--- src/rtl/cover_pkg.sv ---
// cover_pkg: shared types and constants for the toggle-coverage collector.
package cover_pkg;

   // Width of the global cover index reported with every beat.
   localparam int COVER_IDX_W = 32;

   // Snapshot drain FSM.
   typedef enum logic [1:0] {
      IDLE = 2'd0,
      SCAN = 2'd1,
      SEND = 2'd2
   } cover_state_t;

   // Pointer width needed to address every monitored point.
   function automatic int ptr_width(input int width);
      return (width > 1) ? $clog2(width) : 1;
   endfunction

endpackage

--- src/rtl/cover_sat_counter.sv ---
// cover_sat_counter: one saturating hit counter with read-and-clear support.
module cover_sat_counter
   import cover_pkg::*;
#(
   parameter int CNT_W = 8
) (
   input  logic             clock,
   input  logic             reset,
   input  logic             inc,
   input  logic             clr,
   output logic [CNT_W-1:0] count
);

   localparam logic [CNT_W-1:0] CNT_MAX = {CNT_W{1'b1}};
   localparam logic [CNT_W-1:0] CNT_ONE = CNT_W'(1);

   logic [CNT_W-1:0] count_r;

   // Saturating count; a hit landing on the clear cycle restarts the count at one.
   always_ff @(posedge clock) begin
      if (!reset) begin
         count_r <= {CNT_W{1'b0}};
      end else if (clr) begin
         count_r <= inc ? CNT_ONE : {CNT_W{1'b0}};
      end else if (inc && (count_r != CNT_MAX)) begin
         count_r <= count_r + CNT_ONE;
      end else begin
         count_r <= count_r;
      end
   end

   assign count = count_r;

endmodule

--- src/rtl/cover_toggle_collector.sv ---
// cover_toggle_collector: per-point saturating hit counters drained as a
// (cover index, count) valid/ready stream on request, clearing as they are read.
module cover_toggle_collector
   import cover_pkg::*;
#(
   parameter int          WIDTH       = 62,
   parameter int unsigned COVER_INDEX = 0,
   parameter int          CNT_W       = 8,
   parameter bit          SKIP_ZERO   = 1'b0
) (
   input  logic                   clock,
   input  logic                   reset,
   input  logic [WIDTH-1:0]       valid,
   input  logic                   enable,
   input  logic                   snap_req,
   output logic                   snap_busy,
   output logic                   snap_done,
   output logic                   out_valid,
   input  logic                   out_ready,
   output logic [COVER_IDX_W-1:0] out_index,
   output logic [CNT_W-1:0]       out_count
);

   localparam int                     PTR_W    = ptr_width(WIDTH);
   localparam logic [PTR_W-1:0]       LAST_PTR = PTR_W'(WIDTH - 1);
   localparam logic [PTR_W-1:0]       PTR_ONE  = PTR_W'(1);
   localparam logic [COVER_IDX_W-1:0] BASE_IDX = COVER_IDX_W'(COVER_INDEX);

   cover_state_t           state_r;
   logic [PTR_W-1:0]       ptr_r;
   logic                   out_valid_r;
   logic                   snap_done_r;
   logic [COVER_IDX_W-1:0] out_index_r;
   logic [CNT_W-1:0]       out_count_r;

   logic [CNT_W-1:0]       cnt_s [WIDTH];
   logic [WIDTH-1:0]       clr_s;
   logic [CNT_W-1:0]       cur_cnt_s;
   logic                   emit_s;
   logic                   last_s;
   logic [COVER_IDX_W-1:0] idx_s;

   // One counter per monitored point; cleared only in the cycle its value is captured.
   generate
      for (genvar gi = 0; gi < WIDTH; gi++) begin : g_pt
         assign clr_s[gi] = (state_r == SCAN) && emit_s && (ptr_r == PTR_W'(gi));
         cover_sat_counter #(.CNT_W(CNT_W)) u_cnt (
            .clock (clock),
            .reset (reset),
            .inc   (enable & valid[gi]),
            .clr   (clr_s[gi]),
            .count (cnt_s[gi])
         );
      end
   endgenerate

   // Read mux over the counters and the emit/last decisions for the scanned point.
   always_comb begin
      cur_cnt_s = {CNT_W{1'b0}};
      for (int i = 0; i < WIDTH; i++) begin
         if (ptr_r == PTR_W'(i)) begin
            cur_cnt_s = cnt_s[i];
         end else begin
            cur_cnt_s = cur_cnt_s;
         end
      end
      emit_s = !SKIP_ZERO || (cur_cnt_s != {CNT_W{1'b0}});
      last_s = (ptr_r == LAST_PTR);
      idx_s  = BASE_IDX + COVER_IDX_W'(ptr_r);
   end

   // Drain FSM, scan pointer and registered beat outputs.
   always_ff @(posedge clock) begin
      if (!reset) begin
         state_r     <= IDLE;
         ptr_r       <= {PTR_W{1'b0}};
         out_valid_r <= 1'b0;
         out_index_r <= {COVER_IDX_W{1'b0}};
         out_count_r <= {CNT_W{1'b0}};
         snap_done_r <= 1'b0;
      end else begin
         snap_done_r <= 1'b0;
         case (state_r)
            IDLE: begin
               if (snap_req) begin
                  state_r <= SCAN;
                  ptr_r   <= {PTR_W{1'b0}};
               end else begin
                  state_r <= IDLE;
               end
            end
            SCAN: begin
               if (emit_s) begin
                  out_valid_r <= 1'b1;
                  out_index_r <= idx_s;
                  out_count_r <= cur_cnt_s;
                  state_r     <= SEND;
               end else if (last_s) begin
                  state_r     <= IDLE;
                  snap_done_r <= 1'b1;
               end else begin
                  ptr_r <= ptr_r + PTR_ONE;
               end
            end
            SEND: begin
               if (out_ready) begin
                  out_valid_r <= 1'b0;
                  if (last_s) begin
                     state_r     <= IDLE;
                     snap_done_r <= 1'b1;
                  end else begin
                     state_r <= SCAN;
                     ptr_r   <= ptr_r + PTR_ONE;
                  end
               end else begin
                  state_r <= SEND;
               end
            end
            default: begin
               state_r     <= IDLE;
               out_valid_r <= 1'b0;
            end
         endcase
      end
   end

   assign snap_busy = (state_r != IDLE);
   assign snap_done = snap_done_r;
   assign out_valid = out_valid_r;
   assign out_index = out_index_r;
   assign out_count = out_count_r;

endmodule

--- config.mk ---
export PLATFORM = sky130hd
export DESIGN_NAME = cover_toggle_collector
export DESIGN_NICKNAME = d
export VERILOG_FILES = /design/src/rtl/cover_pkg.sv /design/src/rtl/cover_sat_counter.sv /design/src/rtl/cover_toggle_collector.sv
export SDC_FILE = /design/constraint.sdc
export NUM_CORES = 1
export LEC_CHECK = 0
export BUFFER_PORTS_ARGS = -buffer_cell sky130_fd_sc_hd__buf_2
export CAP_MARGIN = 0
export CORE_MARGIN = 2
export CORE_UTILIZATION = 50
export CTS_CLUSTER_SIZE = 20
export DETAILED_ROUTE_END_ITERATION = 10
export GPL_TIMING_DRIVEN = 0
export PLACE_DENSITY = 0.65
export SLEW_MARGIN = 20
export SYNTH_ARGS = -nofsm -noshare
export SYNTH_HDL_FRONTEND = slang
export SYNTH_SLANG_ARGS = --single-unit
export TNS_END_PERCENT = 50
--- constraint.sdc ---
create_clock -name clock -period 7.6 [get_ports clock]
set_input_delay 0.38 -clock clock [delete_from_list [all_inputs] [get_ports clock]]
set_output_delay 0.38 -clock clock [all_outputs]
set_load 0.005 [all_outputs]
==> results of run 1 <==
[cell families after synthesis]
family,after synthesis
AND/OR/NAND/NOR,1640
AO/OA/AOI/OAI,813
flip-flops,520
XOR/XNOR,384
buffers and inverters,181
multiplexers,70
adder cells (fa/ha/maj),66
other,1
[sequential cells by signal, summed over array words and instances, names as in the netlist]
| name | count |
|---|---|
| state_r | 2 |
| out_valid | 1 |
| out_index | 6 |
| snap_done | 1 |
| g_pt.u_cnt.count | 496 |
| ptr_r | 6 |
| out_count | 8 |
[worst max-delay path: stages, from the launching register on]
cell and delay [ps]:
sky130_fd_sc_hd__dfxtp_1 470, sky130_fd_sc_hd__ha_1 370, sky130_fd_sc_hd__buf_2 340, sky130_fd_sc_hd__buf_1 930, sky130_fd_sc_hd__clkbuf_1 730, sky130_fd_sc_hd__o21ai_0 330, sky130_fd_sc_hd__nand3_1 210, sky130_fd_sc_hd__nand4_1 200
sky130_fd_sc_hd__a2111oi_0 880, sky130_fd_sc_hd__o221ai_1 560, sky130_fd_sc_hd__a21oi_1 410, sky130_fd_sc_hd__o31ai_1 100
[routing by layer]
layer  global-route usage [%]  vias up  routed length, µm
met4                     23.7        6               8590
met5                        0        -                 35
li1                         -    13700                  -
met3                     11.7      469              15800
met1                     53.0    14500              50100
met2                     56.2     1934              49500
[worst paths after layout]
kind                startpoint                       to  slack [ps]
setup / recovery      ptr_r[1]             out_count[3]        1950
hold / removal       valid[58]  g_pt[58].u_cnt.count[0]          20
setup reg to reg      ptr_r[1]             out_count[3]        1950
hold reg to reg   out_index[1]             out_index[1]         460
[final cells by class]
class	instances	area share [%]
diodes	2	0.0151
plain buffers	160	2.70
clock buffers	73	5.01
clock inverters	38	1.70
inverters	21	0.238
multi-input cells	2999	54.8
flip-flops and latches	520	31.4
well taps	765	2.88
repair buffers	82	1.27
[cells in the mapped netlist (all sizes together), types with 5 or more instances]
master	n	area (µm²)
a211o	6	52.6
nand2	434	1650
a21oi	189	953
or3b	5	46.3
o211a	23	230
xor2	351	3070
inv	21	78.8
and3b	7	61.3
nor2b	12	80.1
nor2	565	2180
xnor2	33	289
a221oi	33	289
dfxtp	520	10400
and3	132	826
a221o	9	90.1
a211oi	28	210
clkbuf	62	233
a22oi	16	120
nand3b	17	155
nor3b	7	97.6
nand4	176	1100
o21ai	214	1070
a31oi	60	375
mux2i	69	691
nand3	107	536
o22ai	43	269
o31ai	9	67.6
o211ai	20	150
nor3	58	290
nand2b	12	75.1
o21a	8	60.1
ha	66	826
o221ai	23	201
buf	98	647
nor4	14	93.8
or3	63	394
a32oi	8	70.1
a2111oi	23	239
a311oi	40	350
o32ai	6	60.1
or2	6	37.5
o2111ai	14	129
and2	6	37.5
a21o	5	37.5
[cells in the final DEF (no fill, tap or decap), types with 13 or more instances in the layout]
master / instances
sky130_fd_sc_hd__a2111oi_0: 13
sky130_fd_sc_hd__a211oi_1: 28
sky130_fd_sc_hd__a21oi_1: 187
sky130_fd_sc_hd__a221oi_1: 33
sky130_fd_sc_hd__a22oi_1: 16
sky130_fd_sc_hd__a311oi_1: 40
sky130_fd_sc_hd__a31oi_1: 60
sky130_fd_sc_hd__and3_1: 132
sky130_fd_sc_hd__buf_2: 118
sky130_fd_sc_hd__buf_4: 37
sky130_fd_sc_hd__buf_6: 13
sky130_fd_sc_hd__bufinv_16: 14
sky130_fd_sc_hd__clkbuf_1: 57
sky130_fd_sc_hd__clkbuf_16: 61
sky130_fd_sc_hd__clkinv_2: 17
sky130_fd_sc_hd__conb_1: 26
sky130_fd_sc_hd__dfxtp_1: 520
sky130_fd_sc_hd__ha_1: 66
sky130_fd_sc_hd__inv_1: 21
sky130_fd_sc_hd__mux2i_1: 69
sky130_fd_sc_hd__nand2_1: 429
sky130_fd_sc_hd__nand3_1: 107
sky130_fd_sc_hd__nand4_1: 176
sky130_fd_sc_hd__nor2_1: 549
sky130_fd_sc_hd__nor2_2: 13
sky130_fd_sc_hd__nor3_1: 58
sky130_fd_sc_hd__nor4_1: 13
sky130_fd_sc_hd__o2111ai_1: 13
sky130_fd_sc_hd__o211a_1: 23
sky130_fd_sc_hd__o211ai_1: 20
sky130_fd_sc_hd__o21ai_0: 143
sky130_fd_sc_hd__o21ai_1: 71
sky130_fd_sc_hd__o221ai_1: 23
sky130_fd_sc_hd__o22ai_1: 43
sky130_fd_sc_hd__or3_1: 63
sky130_fd_sc_hd__xnor2_1: 33
sky130_fd_sc_hd__xor2_1: 351
[per-stage QoR]
| step | worst slack [ps] | power, mW | cells | utilization, % | hold slack (ps) |
|---|---|---|---|---|---|
| floorplan | 5060 | 3.12 | 3700 | - | 453 |
| global placement | 2570 | 3.30 | 4546 | 53.3 | 442 |
| detailed placement | 2510 | 3.31 | 4546 | 53.3 | 450 |
| CTS | 2490 | 6.57 | 4657 | 57.1 | 5.71 |
| global route | 2100 | 6.73 | 4658 | 57.2 | 32.0 |
| finish | 1950 | 6.60 | 4660 | 57.2 | 19.6 |
[power by group through the flow]
| stage | Combinational [mW] | Clock [mW] | Sequential, mW |
|---|---|---|---|
| final | 0.435 | 3.33 | 2.84 |
| after global routing | 0.456 | 3.43 | 2.84 |
| after CTS | 0.413 | 3.32 | 2.84 |
| after detailed placement | 0.411 | 0 | 2.90 |
| after global placement | 0.406 | 0 | 2.90 |
| after floorplan | 0.247 | 0 | 2.87 |
==> results.md, run 1 <==
Synthesis:
- The fraction of synthesized cell area in xor and xnor cells is 11.4%.
- The mapped netlist covers between 20000 and 30000 µm².
- Counting flops with an async set or reset pin after synthesis yields a share of 0%.
- The share of synthesized cell area in and, or, nand and nor gates is between 20% and 30%.
- The count of synthesis-stage warnings from yosys is 0.
- The number of instances in the synthesized netlist is approximately 3700.
- The synthesized netlist devotes 18.2% of its cell area to compound gates.
- After synthesis, the share of cell area in mux cells is 2.38%.
- The part of the Yosys area used for sequential elements is a little over a third.
- The mean area per synthesized cell is around 8 µm².
- The number of different library cells used by synthesis comes to 95.
- The count of flip-flops with a built-in enable after synthesis is 0.
- The synthesized netlist devotes approximately 2.8% of its cell area to adder and majority cells.
- By area, the combinational part of the netlist is dominated by simple AND/OR/NAND/NOR gates.
- The main flop type after synthesis is sky130_fd_sc_hd__dfxtp_1.
- In this run, synthesis produced a sequential element count of 520.

Route:
- The residual DRC count is 0.
- The via count of the routed design is 30600.
- The per-cell via count in the routed design is approximately 6.6.
- After detailed routing, the average wire length per cell comes to around 27 µm.
- Before antenna repair, the detailed router went through 6 iterations.
- For this block, the initial DRC count from the detailed router was 4097.
- Once detail routing completed, the nets flagged for antenna violations numbered 0.
- The overall routed net length is between 100000 and 150000 µm.

Power and ir drop:
- The clock network power share is about 50%.
- The total net switching power is 1.67 mW.
- Net switching is about a quarter of the power.
- The worst-case IR drop observed on VDD is about 0.00018 V.
- The combinational fraction of design power is between 6 and 7%.
- The internal power component is between 4 and 5 mW.
- Of the total power, registers draw a little over two fifths.
- The power density over the cells is between 150 and 200 nW/µm².
- For this design the static power due to leakage is approximately 13 nW.

Cells and area:
- The final net count is around 4000.
- The footprint of the flip-flops and latches is 10400 µm².
- The growth of design area from synthesis to finish is 12.6%.
- The count of fill cells added during filler insertion is approximately 5600.
- After routing the design area is between 30000 and 40000 µm².
- The ratio of cells with drive above 1 in the final layout is 8.68%.
- The multi-input gate area in the final layout is 18200 µm².

Floorplan:
- The floorplan has ~90 rows.
- The die covers slightly above 60000 µm².
- The die boundary height is 247 µm.
- The floorplan die width is 247 µm.
- For this configuration, the core starts out at a cell density of roughly half.
- The floorplan core area is roughly 58000 µm².
- The boundary pin count is 110.

Timing:
- Setup total negative slack on the finished layout was measured at 0 ps.
- Setup violations remaining at the end of the flow were counted as 0.
- The smallest clock period supported by the final layout is computed as 5650 ps.
- The worst slew margin relative to its limit is under 10%.
- The final-report max-slew violation count is 0.
- Setup repair after global routing left no endpoint under its margin.
- For the pin with the worst max-slew slack, the measured transition is roughly 1400 ps.
- The final count of hold timing violations was 0.
- The part of the cycle the worst path needs is roughly 74%.
- For this run, the top clock speed supported by timing is 177 MHz.
- Across the routed clock network, the largest skew measured is roughly 19 ps.

Clocking:
- The number of gates resized after CTS is 0.
- The number of hold buffers added after CTS was 0.
- The post-CTS clock slew at the launch and capture registers of the worst setup and hold paths is around 70 ps.
- The clock root buffer is sky130_fd_sc_hd__clkbuf_16.
- The number of buffers inserted to repair setup after CTS is 0.
- No sink is reached through more buffers than the 3 on the longest clock path.
- Counting the buffers created by CTS gives 59.
- The H-tree level count is 2.
- For this design, the sink count on the clock tree is 520.
- TritonCTS built the clock tree.
- At the later pin of the worst-skew pair, clock insertion delay measures about 650 ps.

Run:
- The tool flagged a number of max-cap violations equal to 0.

Placement:
- The weighted congestion at the end of routability-driven global placement is ~1.0.
- The placed wire-length estimate after detailed placement is around 90000 µm.
- Summing all placed instances gives a cell area of 30900 µm².
- Port buffering added 81 buffers.

Critical path:
- The worst-case reg-to-reg path depth is 11.
- The startpoint kind of the worst setup timing path is a flop.
- The type of element capturing the critical path is a flop.
- The largest driver fanout on the critical path is 10.
- For the worst setup path, the data arrival time is between 6000 and 7000 ps.
- The worst setup path is of the flop to flop kind.
- The data required time of the critical path is between 8000 and 9000 ps.

Status:
- The flow ran to the end, and the final reports show no timing, DRC or antenna violations.

Global route:
- The wire length of the first global-routing pass is 180000 µm.
- The largest net degree at the start of global routing is 15.
- The initial antenna violation count is 5.
- In the global route stage, overall resource usage came out at between 30% and 40%.
- The via count of the first global-routing pass is ~28000.
- Global routing finished with a remaining overflow of 0.

Worst hold path:
- The number of cells traversed by the worst hold path is 3.
- In this run the worst hold path is classified as primary input to flop.
Power figures use the tool's default switching activity.
==> run 2, diff against run 1 <==
clock period = 5.2 ns   (was 7.6 ns; I/O delays follow)
==> results.md, run 2 (synthesis results as in run 1) <==
Timing:
- Setup repair after global routing missed its margin: no (unchanged).
- The minimum clock period after layout is 5130 ps (was 5650 ps).
- The part of the cycle the worst path needs is 98.7% (was 74.3%).
- The largest clock skew in the final design is 21.8 ps (was 19.1 ps).
- The setup violation total in the final timing report is 0 (unchanged).
- The total negative setup slack is 0 ps (unchanged).
- The final count of hold timing violations is 0 (unchanged).
- The final-report max-slew violation count came to 0 (unchanged).
- The highest attainable clock frequency came to 195 MHz (was 177 MHz).
- The worst slew margin relative to its limit came to 0.0109% (was 6.61%).
- The slew at the pin closest to its max-slew limit came to 1460 ps (was 1370 ps).
- The hold slack is 20.1 ps (was 19.6 ps).

Power and ir drop:
- The maximum vdd drop is 0.000268 V (was 0.000180 V).
- The switching portion of total power is 25.3% (was 25.4%).
- The combinational fraction of design power was 6.9% (was 6.6%).
- The total net switching power is 2.44 mW (was 1.67 mW).
- The clock network power share is 50.2% (was 50.4%).
- The reported leakage power is 13.2 nW (was 13.0 nW).
- The power share of the sequential group came to 42.9% (was 43.0%).
- The power density over the cells came to 286 nW/µm² (was 199 nW/µm²).
- The internal power component is 7.23 mW (was 4.93 mW).

Clocking:
- The H-tree level count is 2 (unchanged).
- The CTS buffer count is 59 (unchanged).
- The clock root buffer is sky130_fd_sc_hd__clkbuf_16 (unchanged).
- The clock tree buffer depth is 3 (unchanged).
- The clock latency at the later pin of the worst-skew pair came to 650 ps (about the same).
- The TritonCTS clock tree is yes (unchanged).
- The number of buffers inserted to repair setup after CTS was 0 (unchanged).
- The post-CTS clock slew at the launch and capture registers of the worst setup and hold paths came to 70 ps (about the same).
- The clock net sink count is 520 (unchanged).

Critical path:
- The endpoint of the most critical register-to-register path is out_count[3] (unchanged).
- The type of element capturing the critical path is a flop (unchanged).
- The start-to-end type of the worst setup path was flop to flop (unchanged).
- The worst reg2reg path startpoint is ptr_r[2] (was ptr_r[1]).
- The data required time of the critical path is 5740 ps (was 8140 ps).
- The worst-case reg-to-reg path depth is 8 (was 11).
- The internal reg-to-reg setup slack is 70 ps (was 1950 ps).
- The capture point of the worst path is out_count[3] (unchanged).
- The start point of the critical path is ptr_r[2] (was ptr_r[1]).
- The startpoint kind of the worst setup timing path was a flop (unchanged).
- The arrival time of data at the critical path endpoint came to 5670 ps (was 6190 ps).
- The largest driver fanout on the critical path was 10 (unchanged).

Cells and area:
- The most common cell after layout, fill and taps aside is sky130_fd_sc_hd__nor2_1 (unchanged).
- The ratio of cells with drive above 1 in the final layout is 8.60% (was 8.68%).
- Commonest non-fill, non-tap cells in the layout: 549 x sky130_fd_sc_hd__nor2_1, 520 x sky130_fd_sc_hd__dfxtp_1, 429 x sky130_fd_sc_hd__nand2_1, 351 x sky130_fd_sc_hd__xor2_1, 187 x sky130_fd_sc_hd__a21oi_1 (unchanged).
- The final net count is 4036 (was 3976).
- The number of flip-flops in the largest register came to 496 (unchanged).
- The growth of design area from synthesis to finish was 14.7% (was 12.6%).

Global route:
- The overall fraction of global-route tracks in use is 39.8% (was 39.7%).
- The wire length of the first global-routing pass is 181000 µm (was 180000 µm).
- The largest net degree at the start of global routing is 15 (unchanged).
- The initial antenna violation count is 5 (unchanged).
- The final global-route overflow total is 0 (unchanged).
- The via count of the first global-routing pass was 27900 (was 27700).

Placement:
- The number of I/O port buffers was 81 (unchanged).
- The placed wire-length estimate after detailed placement was 89900 µm (unchanged).
- The weighted congestion at the end of routability-driven global placement is 1.04 (unchanged).

Route:
- The number of violations reported at the end of detailed-routing iteration 0 came to 4403 (was 4097).
- The overall routed net length came to 124000 µm (about the same).
- The per-cell via count in the routed design is 6.54 (was 6.57).
- The final antenna-violating net count is 0 (unchanged).
- The post-detailed-route wirelength per cell is 26.3 µm (was 26.6 µm).
- The count of TritonRoute iterations in the first routing pass came to 8 (was 6).
- The residual DRC count is 0 (unchanged).
- The via count of the routed design is 30900 (was 30600).

Run:
- The max-cap violation count is 1 (was 0).

Status:
- The final reports fail on capacitance limit.
- Outcome: complete, but fails checks (was complete, no violations).

Floorplan:
- The boundary pin count is 110 (unchanged).
- The floorplan die width is 247 µm (unchanged).
- The floorplan die area came to 60900 µm² (unchanged).
- The initial core utilization came to 50.8% (unchanged).
- The floorplan core area is 58000 µm² (unchanged).
- The die boundary height was 247 µm (unchanged).
- The number of rows created at floorplan came to 88 (unchanged).

Worst hold path:
- The path class of the lowest-slack min-delay path is primary input to flop (unchanged).
[run 2: per-stage QoR]
stage | cell area (µm²) | power [mW] | worst slack [ps] | util [%] | std cells
floorplan | 29600 | 4.56 | 2660 | - | 3700
global placement | 30900 | 4.83 | 169 | 53.3 | 4546
detailed placement | 30900 | 4.83 | 109 | 53.3 | 4546
CTS | 33800 | 9.64 | 86.8 | 58.2 | 4717
global route | 33800 | 9.87 | 334 | 58.2 | 4718
finish | 33800 | 9.67 | 66.4 | 58.2 | 4724
[run 2: how the worst min path moves through the flow]
| stage | slack, ps | depth (start not counted) | startpoint | to |
|---|---|---|---|---|
| 2_1_floorplan | 390 | 2 | out_ready | snap_done |
| 3_3_place_gp | 440 | 2 | out_index[2] | out_index[2] |
| 3_5_place_dp | 450 | 2 | out_index[4] | out_index[4] |
| 4_1_cts | 7 | 4 | valid[41] | g_pt[41].u_cnt.count[0] |
| 5_1_grt | 50 | 4 | valid[41] | g_pt[41].u_cnt.count[0] |
| 6_report | 20 | 4 | valid[41] | g_pt[41].u_cnt.count[0] |
[run 2: layout make-up]
type / instances / area, µm²
Timing Repair Buffer: 142 / 1020
Tap cell: 765 / 957
Buffer: 160 / 898
Multi-Input combinational cell: 2999 / 18200
Fill cell: 5510 / 24200
Sequential cell: 520 / 10400
Antenna cell: 6 / 15.0
Clock buffer: 73 / 1660
Inverter: 21 / 78.8
Clock inverter: 38 / 563
[run 2: timing repair]
| item | in CTS | in global routing |
|---|---|---|
| hold endpoints to repair | 61 | 0 |
| hold buffers | 60 | 0 |
| setup endpoints to repair | 0 | 1 |
| gates resized for setup | 0 | 3 |
[run 2: power by group through the flow]
stage	Sequential, mW	Combinational (mW)	Clock, mW
2_1_floorplan	4.20	0.360	0
3_5_place_dp	4.23	0.600	0
4_1_cts	4.15	0.638	4.86
6_report	4.15	0.667	4.85
5_1_grt	4.15	0.704	5.01
3_3_place_gp	4.23	0.593	0
[run 2: per-layer routing]
layer | vias to the layer above | routed length (µm) | track usage, %
met3 | 471 | 15400 | 11.9
li1 | 13800 | - | -
met2 | 1955 | 50100 | 56.6
met4 | 6 | 8610 | 23.7
met1 | 14700 | 50100 | 53.0
met5 | - | 34 | 0
[run 2: worst max-delay path: stages, from the launching register on]
cell                        delay, ps
sky130_fd_sc_hd__dfxtp_1          500
sky130_fd_sc_hd__nand2b_1         460
sky130_fd_sc_hd__buf_2            540
sky130_fd_sc_hd__buf_1            930
sky130_fd_sc_hd__nor2_1           290
sky130_fd_sc_hd__a2111oi_0       1200
sky130_fd_sc_hd__o221ai_1         550
sky130_fd_sc_hd__a21oi_1          440
sky130_fd_sc_hd__o31ai_1          100
